[src/rtl/slow_clock_monitor.sv]
// Synchronizes a slow square wave, strobes its edges and measures the half-period; reports lock/stall.
// Latency: edge strobes and captures appear SYNC_STAGES+1 cycles after sampling; no backpressure (free-running observer).
module slow_clock_monitor #(
    parameter int COUNT_WIDTH    = 23,
    parameter int SYNC_STAGES    = 2,
    parameter int TIMEOUT_CYCLES = 8000000,
    parameter int LOCK_TOLERANCE = 1,
    parameter int LOCK_COUNT     = 4
) (
    input  logic                   clock_in,
    input  logic                   reset_n,
    input  logic                   signal_in,
    output logic                   level,
    output logic                   rise_pulse,
    output logic                   fall_pulse,
    output logic [COUNT_WIDTH-1:0] half_period,
    output logic                   period_valid,
    output logic                   locked,
    output logic                   stalled
);

    localparam int MW = $clog2(LOCK_COUNT + 1);
    localparam logic [MW-1:0]          LOCK_CNT_V = MW'(LOCK_COUNT);
    localparam logic [COUNT_WIDTH:0]   TOL_V      = (COUNT_WIDTH + 1)'(LOCK_TOLERANCE);
    localparam logic [COUNT_WIDTH-1:0] TMO_V      = COUNT_WIDTH'(TIMEOUT_CYCLES);

    localparam logic [1:0] ST_SEARCH  = 2'd0;
    localparam logic [1:0] ST_MEASURE = 2'd1;
    localparam logic [1:0] ST_LOCKED  = 2'd2;

    logic [SYNC_STAGES-1:0] r_sync;
    logic                   r_dly;
    logic [COUNT_WIDTH-1:0] r_count;
    logic [MW-1:0]          r_match;
    logic [1:0]             r_state;
    logic                   r_first;

    logic                   w_rise;
    logic                   w_fall;
    logic                   w_edge;
    logic [COUNT_WIDTH:0]   w_meas;
    logic [COUNT_WIDTH:0]   w_prev;
    logic [COUNT_WIDTH:0]   w_diff;
    logic [COUNT_WIDTH-1:0] w_meas_sat;
    logic                   w_match;
    logic [MW-1:0]          w_match_nxt;
    logic                   w_timeout;

    assign level  = r_sync[SYNC_STAGES-1];
    assign w_rise = level & ~r_dly;
    assign w_fall = ~level & r_dly;
    assign w_edge = w_rise | w_fall;

    // Counter+1 is the number of cycles since the previous edge; widened so it cannot wrap.
    assign w_meas      = {1'b0, r_count} + {{COUNT_WIDTH{1'b0}}, 1'b1};
    assign w_prev      = {1'b0, half_period};
    assign w_diff      = (w_meas >= w_prev) ? (w_meas - w_prev) : (w_prev - w_meas);
    assign w_meas_sat  = w_meas[COUNT_WIDTH] ? {COUNT_WIDTH{1'b1}} : w_meas[COUNT_WIDTH-1:0];
    assign w_match     = ~r_first && (w_diff <= TOL_V);
    assign w_match_nxt = (r_match >= LOCK_CNT_V) ? r_match : r_match + MW'(1);
    assign w_timeout   = ~w_edge && (r_count == TMO_V);

    always_ff @(posedge clock_in or negedge reset_n) begin
        if (!reset_n) begin
            r_sync     <= '0;
            r_dly      <= 1'b0;
            rise_pulse <= 1'b0;
            fall_pulse <= 1'b0;
        end else begin
            r_sync     <= {r_sync[SYNC_STAGES-2:0], signal_in};
            r_dly      <= level;
            rise_pulse <= w_rise;
            fall_pulse <= w_fall;
        end
    end

    always_ff @(posedge clock_in or negedge reset_n) begin
        if (!reset_n) begin
            r_count <= '0;
        end else if (w_edge) begin
            r_count <= '0;
        end else if (r_count != {COUNT_WIDTH{1'b1}}) begin
            r_count <= r_count + COUNT_WIDTH'(1);
        end
    end

    always_ff @(posedge clock_in or negedge reset_n) begin
        if (!reset_n) begin
            r_state      <= ST_SEARCH;
            r_match      <= '0;
            r_first      <= 1'b0;
            half_period  <= '0;
            period_valid <= 1'b0;
            locked       <= 1'b0;
            stalled      <= 1'b0;
        end else begin
            period_valid <= 1'b0;
            case (r_state)
                ST_SEARCH: begin
                    if (w_edge) begin
                        stalled <= 1'b0;
                        r_first <= 1'b1;
                        r_match <= '0;
                        r_state <= ST_MEASURE;
                    end
                end
                ST_MEASURE, ST_LOCKED: begin
                    if (w_edge) begin
                        half_period  <= w_meas_sat;
                        period_valid <= 1'b1;
                        r_first      <= 1'b0;
                        if (w_match) begin
                            r_match <= w_match_nxt;
                            if (r_state == ST_MEASURE && w_match_nxt >= LOCK_CNT_V) begin
                                locked  <= 1'b1;
                                r_state <= ST_LOCKED;
                            end
                        end else begin
                            r_match <= '0;
                            locked  <= 1'b0;
                            r_state <= ST_MEASURE;
                        end
                    end else if (w_timeout) begin
                        stalled <= 1'b1;
                        locked  <= 1'b0;
                        r_match <= '0;
                        r_state <= ST_SEARCH;
                    end
                end
                default: r_state <= ST_SEARCH;
            endcase
        end
    end

endmodule

[config.mk]
export PLATFORM = sky130hd
export DESIGN_NAME = slow_clock_monitor
export DESIGN_NICKNAME = d
export VERILOG_FILES = /design/src/rtl/slow_clock_monitor.sv
export SDC_FILE = /design/constraint.sdc
export NUM_CORES = 1
export LEC_CHECK = 0
export BUFFER_PORTS_ARGS = -buffer_cell sky130_fd_sc_hd__buf_2
export CORE_MARGIN = 2
export CORE_UTILIZATION = 60
export DETAILED_ROUTE_END_ITERATION = 7
export MAX_ROUTING_LAYER = met4
export PLACE_DENSITY = 0.79
export SLEW_MARGIN = 20
export SYNTH_ARGS = -nofsm -noshare
export SYNTH_HDL_FRONTEND = slang
export SYNTH_SLANG_ARGS = --single-unit
[constraint.sdc]
create_clock -name clock_in -period 7.23 [get_ports clock_in]
set_clock_uncertainty 0.1 [all_clocks]
set_input_delay 0.723 -clock clock_in [delete_from_list [all_inputs] [get_ports clock_in]]
set_output_delay 0.723 -clock clock_in [all_outputs]
set_load 0.005 [all_outputs]
==> out/summary.txt, run 1 <==
WORST SETUP PATH
------------------------------------------------------------------------------------
Largest fanout on the critical path                                               13
Critical Path Source Type                                                   register
Slowest stage cell on the critical path                                      a21oi_2
Internal reg-to-reg setup slack                                              1.45 ns
Data required time at the worst endpoint                                     7.40 ns
Critical path class                                                     register to register
Endpoint type of the worst setup path                                       register
Delay-heaviest family, CP                                               simple AND/OR/NAND/NOR gates
Count of buffering cells on the critical path with inverters included              1
Arrival @ worst endpoint                                                     5.95 ns
Cells along the critical path                                           ha_1 > and3_1 > nand4_1 > xor2_1 > inv_1 > ha_1 > nand4_1 > nor4_1 > o31ai_1 > o311ai_2 > a21oi_2 > mux2i_1 > a211oi_1 > or4_4 > nor4_4 > a31oi_1 > o22ai_1
Highest cell delay on the worst timing path                                  0.65 ns

CELLS AND AREA
------------------------------------------------------------------------------------
Synthesis-to-finish area growth                                               7.400%
Register area                                                               1501 µm²
Layout filler cell count                                                         766
# diodes                                                                           0
Most common cell after layout, fill and taps aside                           a21oi_1
Multi-input gate area                                                       3660 µm²
Utilization of the core after routing                                         65.19%
Commonest non-fill, non-tap cells in the layout                         95 x a21oi_1, 66 x inv_1, 64 x nor2_1
Nets                                                                             779
Share of post-route cells with drive strength above 1                         9.254%

STA
------------------------------------------------------------------------------------
Worst-Margin Slew                                                          0.8289 ns
Final number of hold-violating endpoints                                           0
Setup TNS Final                                                                 0 ns
Final Setup Violations                                                             0
Minimum clock period after layout                                           5.782 ns
F_max                                                                      173.0 MHz
Final Max Tran Viols                                                               0
Period Utilization, post-route                                                79.97%
Unrepaired setup endpoints after global routing                                false
Tightest slew margin relative to the limit                                    44.61%

SYNTH
------------------------------------------------------------------------------------
Most area-hungry cell type in the Yosys netlist                              dfrtp_1
Flip-flop cell with the highest count after synthesis                        dfrtp_1
Unique cell type count in the Yosys netlist                                       66
EDFF count, synth                                                                  0
Biggest area contributors in the synthesized netlist                    dfrtp_1 27%, ha_1 12%, a21oi_1 8.6%, inv_1 4.5%, nor2_1 4.4%
Yosys Warn Count                                                                   0
Seq/Total Area, Yosys                                                         27.16%
Cell Area, Synth                                                            5529 µm²
Post-synthesis register bit count                                                 60
Average footprint of a synthesized cell                                    7.854 µm²
Asr flop ratio synth                                                          100.0%
Cell count after synthesis                                                       704
Fraction of synthesized cell area taken by the top area cell type             27.16%
Synthesized Nets                                                                 764

POWER AND IR DROP
------------------------------------------------------------------------------------
Cell Pwr Density                                                        370.9 nW/µm²
VDD IR-drop max                                                            0.3104 mV
Leakage dissipation                                                         2.917 nW

CLOCKING
------------------------------------------------------------------------------------
Clock slew at reported path FFs                                              0.08 ns
Clock latency reported for the late side of the worst-skew pair              0.35 ns
CTS Root Buffer Type                                                        clkbuf_8
Clock buffers created by TritonCTS                                                 9
Clock sink count                                                                  60
Post-cts repair resize count                                                       0
Hold-fix buffers, CTS                                                              0
Bufs on Longest Clock Path                                                         2
TritonCTS clock tree                                                             yes
Number of levels the H-tree was split into                                         3
Number of setup buffers added after CTS                                            0

DETAILED ROUTING
------------------------------------------------------------------------------------
DRC                                                                                0
Drt total wl                                                                16.38 mm
WL per Instance                                                             19.62 µm
Avg Vias per Cell                                                              6.526
Detailed-route via count                                                       5,449
First drt pass iteration count                                                     6
Detailed Route Iter0 Violations                                                  489
Antenna Violating Nets Remaining                                                   0

FLOORPLANNING
------------------------------------------------------------------------------------
Die height                                                                  100.0 µm
DIE AREA                                                                    9999 µm²
Site Rows                                                                         35
Number of primary I/O pins                                                        32
Starting utilization of the core area                                         60.70%
Core region area                                                            9109 µm²
X dimension of the die                                                      100.0 µm

GRT
------------------------------------------------------------------------------------
GRT Overall Usage                                                             34.70%
Wire length of the first global-routing pass                                26.28 mm
Number of global-route vias before repair                                      5,022
Antenna violations before repair                                                   0
Pin count of the biggest net entering global routing                              61
Global route overflow                                                              0

OUTCOME
------------------------------------------------------------------------------------
Status                                                                  finished, final reports clean

PLACED DESIGN
------------------------------------------------------------------------------------
Port Buf Inserts                                                                  31
RePlAce Congestion                                                             1.050
Detailed Place HPWL                                                         12.66 mm

WORST HOLD PATH
------------------------------------------------------------------------------------
HP Class                                                                register to register

RUN
------------------------------------------------------------------------------------
Number of max-cap violations                                                       0

-- power breakdown --
part | switching, mW | leakage [nW] | internal (mW)
Sequential | 0.0827 | 0.782 | 0.405
Combinational | 0.884 | 2.04 | 0.517
Clock | 0.143 | 0.0991 | 0.171
Total | 1.11 | 2.92 | 1.09
-- metrics by stage --
| stage | hold slack, ns | power [mW] | instance area [µm²] | worst slack [ns] | cells |
|---|---|---|---|---|---|
| after detailed placement | 0.2412 | 1.855 | 5729 | 1.681 | 819 |
| after floorplan | 0.2312 | 1.461 | 5529 | 2.696 | 704 |
| final | 0.2556 | 2.203 | 5938 | 1.448 | 835 |
| after CTS | 0.2571 | 2.176 | 5938 | 1.583 | 835 |
| after global placement | 0.2349 | 1.856 | 5729 | 1.797 | 819 |
| after global routing | 0.2600 | 2.366 | 5938 | 1.104 | 835 |
-- layer usage --
metal	part of all wire [%]	track usage, %	wire length [µm]
met5	0	-	0
met4	3.9	13.59	639
met3	8.1	5.850	1326
met2	46	52.60	7523
met1	42	46.75	6892
-- state kept, by name, summed over array words and instances (netlist names) --
signal        flops
rise_pulse        1
r_dly             1
half_period      23
r_state           2
period_valid      1
r_match           3
locked            1
fall_pulse        1
r_first           1
r_sync            2
stalled           1
r_count          23
-- layout make-up --
| class | count | area share [%] |
|---|---|---|
| multi-input combinational | 547 | 61.63 |
| sequential | 60 | 25.28 |
| inverter | 67 | 4.235 |
| timing repair buffer | 34 | 2.992 |
| tap | 111 | 2.339 |
| clock buffer | 10 | 2.318 |
| clock inverter | 6 | 1.201 |
-- Yosys cell counts (all sizes together) (3+ instances only) --
library cell,number
inv,66
nor3,6
and4,4
o22ai,5
a21o,13
o21bai,4
o31ai,5
clkbuf,24
o211ai,6
a31oi,10
and2,4
nand4,19
nor2b,6
o2111ai,3
a2111oi,4
xor2,19
nand3,25
buf,6
or3,7
nor2,65
nand2,54
or4,5
mux2i,9
nor4,4
and3,6
nand2b,5
a21oi,96
o21a,4
xnor2,17
a21boi,4
o21ai,43
dfrtp,60
a21bo,4
ha,55
a211oi,11
-- kinds of logic after synthesis --
logic type | count (synthesis) | synth area share (%)
adders and majority gates | 57 | 13.17
xor gates and xnor gates | 36 | 5.703
and+or+nand+nor | 213 | 19.55
DFF | 60 | 27.16
muxes | 11 | 2.037
AOI/OAI and AO/OA | 230 | 25.69
buffers and inverters | 97 | 6.698
-- path summary, 6_finish.rpt --
kind	start	endpoint	depth (start not counted)
worst min register to register	r_sync[0]	r_sync[1]	0
worst max-delay path	r_count[0]	r_state[1]	17
worst max register to register	r_count[0]	r_state[1]	17
max in group asynchronous	reset_n	r_count[20]	2
worst min-delay path	r_sync[0]	r_sync[1]	0
min in group asynchronous	reset_n	r_count[3]	2
Power figures use the tool's default switching activity.
==> run 2: changes to the inputs <==
--- a/config.mk
+++ b/config.mk
@@ -5,9 +5,10 @@
 export SDC_FILE = /design/constraint.sdc
 export NUM_CORES = 1
 export LEC_CHECK = 0
+export ABC_AREA = 1
 export BUFFER_PORTS_ARGS = -buffer_cell sky130_fd_sc_hd__buf_2
 export CORE_MARGIN = 2
-export CORE_UTILIZATION = 60
+export CORE_UTILIZATION = 58
 export DETAILED_ROUTE_END_ITERATION = 7
 export MAX_ROUTING_LAYER = met4
 export PLACE_DENSITY = 0.79
==> constraint.sdc (replaced) <==
create_clock -name clock_in -period 5.25 [get_ports clock_in]
set_clock_uncertainty 0.1 [all_clocks]
set_input_delay 0.525 -clock clock_in [delete_from_list [all_inputs] [get_ports clock_in]]
set_output_delay 0.525 -clock clock_in [all_outputs]
set_load 0.005 [all_outputs]
==> run 2 against run 1 <==
Combinational power grew 99%. Worst setup slack lost 0.89 ns. Critical path depth grew 16. Wire length grew 21%. Total power grew 82%. Design area grew 25%. Via count up 33%. Sequential power rose by 38%. Global-route usage is 1.3 points lower. Largest power group unchanged.
==> out/summary.txt, run 2 <==
STA
--------------------------------------------------------------------------------
F_max                                                                  213.1 MHz   +23%
Period Utilization, post-route                                            89.37%   +9.4 points
Tightest slew margin relative to the limit                                33.69%   -11 points
Final Hold Slack                                                       0.1955 ns   -0.06006 ns
Final Setup Violations                                                         0   unchanged
Least setup slack across all paths after layout                        0.5583 ns   -0.8900 ns
Worst-Margin Slew                                                      0.9935 ns   +0.1646 ns
Final Max Tran Viols                                                           0   unchanged
Setup TNS Final                                                             0 ns   unchanged
Final number of hold-violating endpoints                                       0   unchanged
Minimum clock period after layout                                       4.692 ns   -1.090 ns

WORST SETUP PATH
--------------------------------------------------------------------------------
Internal reg-to-reg setup slack                                          0.56 ns   -0.89 ns
Arrival @ worst endpoint                                                 4.87 ns   -1.08 ns
Data required time at the worst endpoint                                 5.43 ns   -1.97 ns
Highest cell delay on the worst timing path                              0.36 ns   -0.29 ns
Largest fanout on the critical path                                           15   +2
Slowest stage cell on the critical path                                  dfrtp_1
Library cell appearing most often on the critical path                   nand2_1
Endpoint type of the worst setup path                                   register
Critical path class                                                 register to register
Critical Path Source Type                                               register

GRT
--------------------------------------------------------------------------------
GRT Overall Usage                                                         33.41%   -1.3 points
Number of global-route vias before repair                                  6,648   +32%
Pin count of the biggest net entering global routing                          61   unchanged
Antenna violations before repair                                               0   unchanged
Global route overflow                                                          0   unchanged
Wire length of the first global-routing pass                            32.55 mm   +24%

CELLS AND AREA
--------------------------------------------------------------------------------
Largest registers                                                   half_period x23, r_count x23, r_match x3
Most common cell after layout, fill and taps aside                       nand2_1
# diodes                                                                       0   unchanged
Layout filler cell count                                                   1,086   +42%
Final Non-Filler Cells                                                     1,325   +59%
Synthesis-to-finish area growth                                           8.007%
Share of post-route cells with drive strength above 1                     8.714%   -0.54 points
Nets                                                                       1,239   +59%
Commonest non-fill, non-tap cells in the layout                     419 x nand2_1, 226 x inv_1, 82 x nand3_1

CLOCKING
--------------------------------------------------------------------------------
Clock buffers created by TritonCTS                                             9   unchanged
Number of levels the H-tree was split into                                     3   unchanged
TritonCTS clock tree                                                         yes
Clock slew at reported path FFs                                          0.05 ns   -0.03 ns
CTS Root Buffer Type                                                   clkbuf_16
Hold-fix buffers, CTS                                                          0   unchanged
Clock sink count                                                              60   unchanged
Bufs on Longest Clock Path                                                     2   unchanged
Clock latency reported for the late side of the worst-skew pair          0.34 ns   about the same

PLACED DESIGN
--------------------------------------------------------------------------------
RePlAce Congestion                                                        0.9995   -4.8%
Port Buf Inserts                                                              31   unchanged
Detailed Place HPWL                                                     15.98 mm   +26%
Post-Place Worst Slack                                                 0.3026 ns   -1.379 ns
Post-Place Cells                                                           1,307   +60%

DETAILED ROUTING
--------------------------------------------------------------------------------
DRC                                                                            0   unchanged
WL per Instance                                                         15.02 µm   -23%
Detailed Route Iter0 Violations                                              763   +56%
Antenna Violating Nets Remaining                                               0   unchanged
Avg Vias per Cell                                                          5.454   -16%
First drt pass iteration count                                                 6   unchanged
Drt total wl                                                            19.90 mm   +21%
Detailed-route via count                                                   7,227   +33%

WORST HOLD PATH
--------------------------------------------------------------------------------
HP Class                                                            primary input to register

POWER AND IR DROP
--------------------------------------------------------------------------------
VDD IR-drop max                                                        0.3403 mV   +9.7%
Design Power                                                            4.003 mW   +82%
Cell Pwr Density                                                    537.8 nW/µm²   +45%
Leakage dissipation                                                     4.458 nW   +53%

SYNTH
--------------------------------------------------------------------------------
Cell count after synthesis                                                 1,153   +64%
Average footprint of a synthesized cell                                5.977 µm²   -24%
EDFF count, synth                                                              0   unchanged
Flip-flop cell with the highest count after synthesis                    dfrtp_1
Post-synthesis register bit count                                             60   unchanged
Most area-hungry cell type in the Yosys netlist                          nand2_1
Seq/Total Area, Yosys                                                     21.79%   -5.4 points
Biggest area contributors in the synthesized netlist                nand2_1 23%, dfrtp_1 22%, inv_1 12%, ha_1 10%, nand3_1 6.0%
Top cells by count, synth                                           419 x nand2_1, 226 x inv_1, 83 x nand3_1
Most repeated cell in the gate-level netlist after synthesis             nand2_1
Asr flop ratio synth                                                      100.0%   unchanged
Fraction of synthesized cell area taken by the top area cell type         22.82%   -4.3 points
Cell Area, Synth                                                        6892 µm²   +25%
Synthesized Nets                                                           1,213   +59%
Yosys Warn Count                                                               0   unchanged
Unique cell type count in the Yosys netlist                                   42   -36%

FLOORPLANNING
--------------------------------------------------------------------------------
X dimension of the die                                                  113.0 µm   +13%
Site Rows                                                                     39   +11%
Die height                                                              113.0 µm   +13%
Number of primary I/O pins                                                    32   unchanged
Starting utilization of the core area                                     59.84%   -0.86 points
Core region area                                                      11,520 µm²   +26%
DIE AREA                                                              12,770 µm²   +28%

RUN
--------------------------------------------------------------------------------
Number of max-cap violations                                                   0   unchanged

OUTCOME
--------------------------------------------------------------------------------
Status                                                              finished, final reports clean

-- run 2: cell types whose count changed in the layout (fill, tap and decap cells not counted), sizes merged, moves of 11 or more --
cell	delta
nand2	+381
nor2	+17
a22oi	+23
inv	+167
nand3	+61
o21ai	-15
xnor2	-15
a211oi	-11
a21oi	-51
a21o	-12
-- run 2: kinds of logic (layout without fill, tap and decap cells) --
family	Yosys count	after routing	share of synthesized area, %
flip-flops	60	60	21.79
XOR/XNOR	28	28	3.559
adder cells (fa/ha/maj)	57	57	10.57
AO/OA/AOI/OAI	106	106	8.987
buffers and inverters	257	285	14.94
AND/OR/NAND/NOR	645	646	40.16
-- run 2: metal layers --
metal / wire (µm) / global-route usage (%) / up-vias
met3: 1519 / 4.821 / 71
li1: - / - / 3609
met5: 0 / - / -
met2: 8526 / 50.10 / 333
met4: 822 / 14.80 / 0
met1: 9027 / 45.08 / 3214
-- run 2: area by class of cell --
class                           instances  area (µm²)  share of cell area [%]
Clock inverter                          2       10.01                  0.1345
Inverter                              235       882.1                   11.85
Clock buffer                           12       266.5                   3.580
Timing Repair Buffer                   36       192.7                   2.589
Multi-Input combinational cell        837        4412                   59.27
Tap cell                              143       178.9                   2.404
Sequential cell                        60        1501                   20.17
-- run 2: worst paths after layout --
check	startpoint	to	cells past startpoint
max in group asynchronous	reset_n	r_match[1]	2
min	signal_in	r_sync[0]	1
max	r_count[1]	r_state[1]	33
min in group asynchronous	reset_n	half_period[6]	2
min reg2reg	r_sync[0]	r_sync[1]	0
max reg2reg	r_count[1]	r_state[1]	33
-- run 2: through the flow --
stage | cell area, µm² | util, %
after CTS | 7370 | 63.99
final | 7443 | 64.63
after detailed placement | 7093 | 61.59
after global routing | 7443 | 64.63
after global placement | 7093 | 61.59
after floorplan | 6892 | -
-- run 2: what timing repair did --
action | in CTS | in global routing
setup buffers | 0 | 3
resized for setup | 0 | 8
setup endpoints to repair | 0 | 6
-- run 2: worst max-delay path: cells and delay by family (launching register included) --
family | cells | cell delay (ns)
and+or+nand+nor | 25 | 2.82
buffers and inverters | 5 | 0.65
adders and majority gates | 2 | 0.42
DFF | 1 | 0.36
xor gates and xnor gates | 1 | 0.24
-- run 2: report_power, final --
part / leakage (nW) / internal, mW / switching [mW]
combinational: 3.54 / 0.914 / 1.87
clock: 0.140 / 0.350 / 0.199
sequential: 0.773 / 0.574 / 0.0959
total: 4.46 / 1.84 / 2.17
==> run 3: changes to the inputs <==
--- a/config.mk
+++ b/config.mk
@@ -8,10 +8,10 @@
 export ABC_AREA = 1
 export BUFFER_PORTS_ARGS = -buffer_cell sky130_fd_sc_hd__buf_2
 export CORE_MARGIN = 2
-export CORE_UTILIZATION = 58
+export CORE_UTILIZATION = 60
 export DETAILED_ROUTE_END_ITERATION = 7
 export MAX_ROUTING_LAYER = met4
-export PLACE_DENSITY = 0.79
+export PLACE_DENSITY = 0.78
 export SLEW_MARGIN = 20
 export SYNTH_ARGS = -nofsm -noshare
 export SYNTH_HDL_FRONTEND = slang
==> constraint.sdc (replaced) <==
create_clock -name clock_in -period 5.7 [get_ports clock_in]
set_clock_uncertainty 0.1 [all_clocks]
set_input_delay 0.855 -clock clock_in [delete_from_list [all_inputs] [get_ports clock_in]]
set_output_delay 0.855 -clock clock_in [all_outputs]
set_load 0.005 [all_outputs]
==> run 3 against run 2 <==
Die area is 3.2% lower. Worst setup slack better by 0.080 ns. Clock power rose by 3%. Via count fell by 1.3%. Total power decreased by 6.6%. Critical path depth rose by 3. Register-to-register slack improved by 0.08 ns. Cell count shrank 0.15%. Wire length fell by 0.26%. Critical endpoint unchanged. Largest cell class unchanged. Highest routed layer unchanged.
==> out/summary.txt, run 3 (synthesized netlist as in run 2, its figures left out) <==
OUTCOME
------------------------------------------------------------------------------------
Status                                                                  finished, final reports clean

CLOCKING
------------------------------------------------------------------------------------
Bufs on Longest Clock Path                                                         2   unchanged
Clock sink count                                                                  60   unchanged
Post-cts repair resize count                                                       0   unchanged
Clock slew at reported path FFs                                              0.06 ns   about the same
Clock buffers created by TritonCTS                                                 9   unchanged
Clock latency reported for the late side of the worst-skew pair              0.34 ns   about the same
Hold-fix buffers, CTS                                                              0   unchanged
TritonCTS clock tree                                                             yes
Number of setup buffers added after CTS                                            0   unchanged
Number of levels the H-tree was split into                                         3   unchanged
CTS Root Buffer Type                                                       clkbuf_16

STA
------------------------------------------------------------------------------------
Unrepaired setup endpoints after global routing                                false
Final Max Tran Viols                                                               0   unchanged
Minimum clock period after layout                                           5.062 ns   +0.3702 ns
Setup TNS Final                                                                 0 ns   unchanged
Final Hold Slack                                                           0.2525 ns   +0.05697 ns
Least setup slack across all paths after layout                            0.6381 ns   +0.07983 ns
Worst-Margin Slew                                                          0.9405 ns   -0.05299 ns
Final number of hold-violating endpoints                                           0   unchanged
Period Utilization, post-route                                                88.80%   -0.56 points
F_max                                                                      197.6 MHz   -7.3%
Tightest slew margin relative to the limit                                    37.23%   +3.5 points
Final Setup Violations                                                             0   unchanged

GRT
------------------------------------------------------------------------------------
Pin count of the biggest net entering global routing                              61   unchanged
Global route overflow                                                              0   unchanged
Number of global-route vias before repair                                      6,600   -0.72%
Met2 layer usage reported by global route                                     52.40%   +2.3 points
Met1 layer usage reported by global route                                     45.47%   +0.38 points
Antenna violations before repair                                                   0   unchanged
Global-route met3 utilization                                                 5.960%   +1.1 points
Layer with the highest usage                                                    met2
Wire length of the first global-routing pass                                32.84 mm   +0.89%
GRT Overall Usage                                                             34.13%   +0.72 points

FLOORPLANNING
------------------------------------------------------------------------------------
X dimension of the die                                                      111.2 µm   -1.6%
Die height                                                                  111.2 µm   -1.6%
DIE AREA                                                                  12,360 µm²   -3.2%
Starting utilization of the core area                                         60.88%   +1.0 points
Site Rows                                                                         39   unchanged
Number of primary I/O pins                                                        32   unchanged
Core region area                                                          11,320 µm²   -1.7%

WORST SETUP PATH
------------------------------------------------------------------------------------
Slowest stage cell on the critical path                                      dfrtp_1
Highest cell delay on the worst timing path                                  0.41 ns   +0.05 ns
Library cell appearing most often on the critical path                       nand2_1
Reg2Reg Launch Point                                                      r_count[0]
Arrival @ worst endpoint                                                     5.24 ns   +0.37 ns
Data required time at the worst endpoint                                     5.88 ns   +0.45 ns
Launching element of the worst setup path                                 r_count[0]
Endpoint type of the worst setup path                                       register
Critical Path Source Type                                                   register
Largest fanout on the critical path                                               27   +12
Delay-heaviest family, CP                                               simple AND/OR/NAND/NOR gates
Count of buffering cells on the critical path with inverters included              6   +1
Critical path class                                                     register to register

POWER AND IR DROP
------------------------------------------------------------------------------------
Design Power                                                                3.737 mW   -6.6%
Leakage dissipation                                                         4.440 nW   -0.40%
Cell Pwr Density                                                        504.2 nW/µm²   -6.2%
VDD IR-drop max                                                            0.2779 mV   -18%

PLACED DESIGN
------------------------------------------------------------------------------------
RePlAce Congestion                                                             1.037   +3.8%
Post-Place Cells                                                               1,307   unchanged
Post-Place Worst Slack                                                     0.7076 ns   +0.4049 ns
Detailed Place HPWL                                                         16.03 mm   +0.30%
Port Buf Inserts                                                                  31   unchanged

DETAILED ROUTING
------------------------------------------------------------------------------------
DRC                                                                                0   unchanged
Detailed-route via count                                                       7,135   -1.3%
Detailed Route Iter0 Violations                                                  670   -12%
Avg Vias per Cell                                                              5.393   -1.1%
WL per Instance                                                             15.00 µm   -0.11%
Drt total wl                                                                19.85 mm   -0.26%
First drt pass iteration count                                                     5   -1
Antenna Violating Nets Remaining                                                   0   unchanged

RUN
------------------------------------------------------------------------------------
Number of max-cap violations                                                       0   unchanged

CELLS AND AREA
------------------------------------------------------------------------------------
# diodes                                                                           0   unchanged
Commonest non-fill, non-tap cells in the layout                         419 x nand2_1, 226 x inv_1, 83 x nand3_1
Synthesis-to-finish area growth                                               7.553%
Most common cell after layout, fill and taps aside                           nand2_1
Largest registers                                                       half_period x23, r_count x23, r_match x3
Final Non-Filler Cells                                                         1,323   -0.15%
Nets                                                                           1,235   -0.32%
Share of post-route cells with drive strength above 1                         7.966%   -0.75 points

WORST HOLD PATH
------------------------------------------------------------------------------------
Origin of the worst min-delay path                                         r_sync[0]
HP Class                                                                register to register

==> run 3: changes by cell type in the layout (fill, tap and decap cells not counted), sizes merged <==
cell / previous run / this run
bufinv: 0 / 1
inv: 234 / 235
clkbuf: 12 / 10
buf: 36 / 33
nand2: 435 / 434
clkinvlp: 0 / 1
clkinv: 3 / 4
==> run 3: final timing paths <==
kind / to / slack (ns) / cells past startpoint
setup / recovery: r_state[1] / 0.64 / 36
hold / removal: r_sync[1] / 0.25 / 0
setup reg to reg: r_state[1] / 0.64 / 36
hold reg to reg: r_sync[1] / 0.25 / 0
max in group asynchronous: r_count[7] / 4.42 / 2
min in group asynchronous: r_state[0] / 0.55 / 2
==> run 3: where the power goes <==
part | internal (mW) | switching (mW) | leakage (nW)
Sequential | 0.528 | 0.0896 | 0.773
Combinational | 0.835 | 1.72 | 3.52
Clock | 0.354 | 0.215 | 0.149
==> run 3: final cells by class <==
cell class | instances | area, µm²
tap | 143 | 178.9
clock buffer | 10 | 239.0
inverter | 235 | 882.1
clock inverter | 6 | 72.57
sequential | 60 | 1501
fill | 1068 | 3909
timing repair buffer | 33 | 170.2
multi-input combinational | 836 | 4368
==> run 3: layer usage <==
metal  share of wire [%]  up-vias
met5                   0        -
met4                 3.2        0
met3                 7.3       49
met2                  45      283
met1                  45     3201
li1                    -     3602
==> run 3: per-stage QoR <==
step | util [%] | cell area, µm²
after floorplan | - | 6892
after global placement | 62.65 | 7093
after detailed placement | 62.65 | 7093
after CTS | 65.41 | 7405
after global routing | 65.47 | 7412
final | 65.47 | 7412
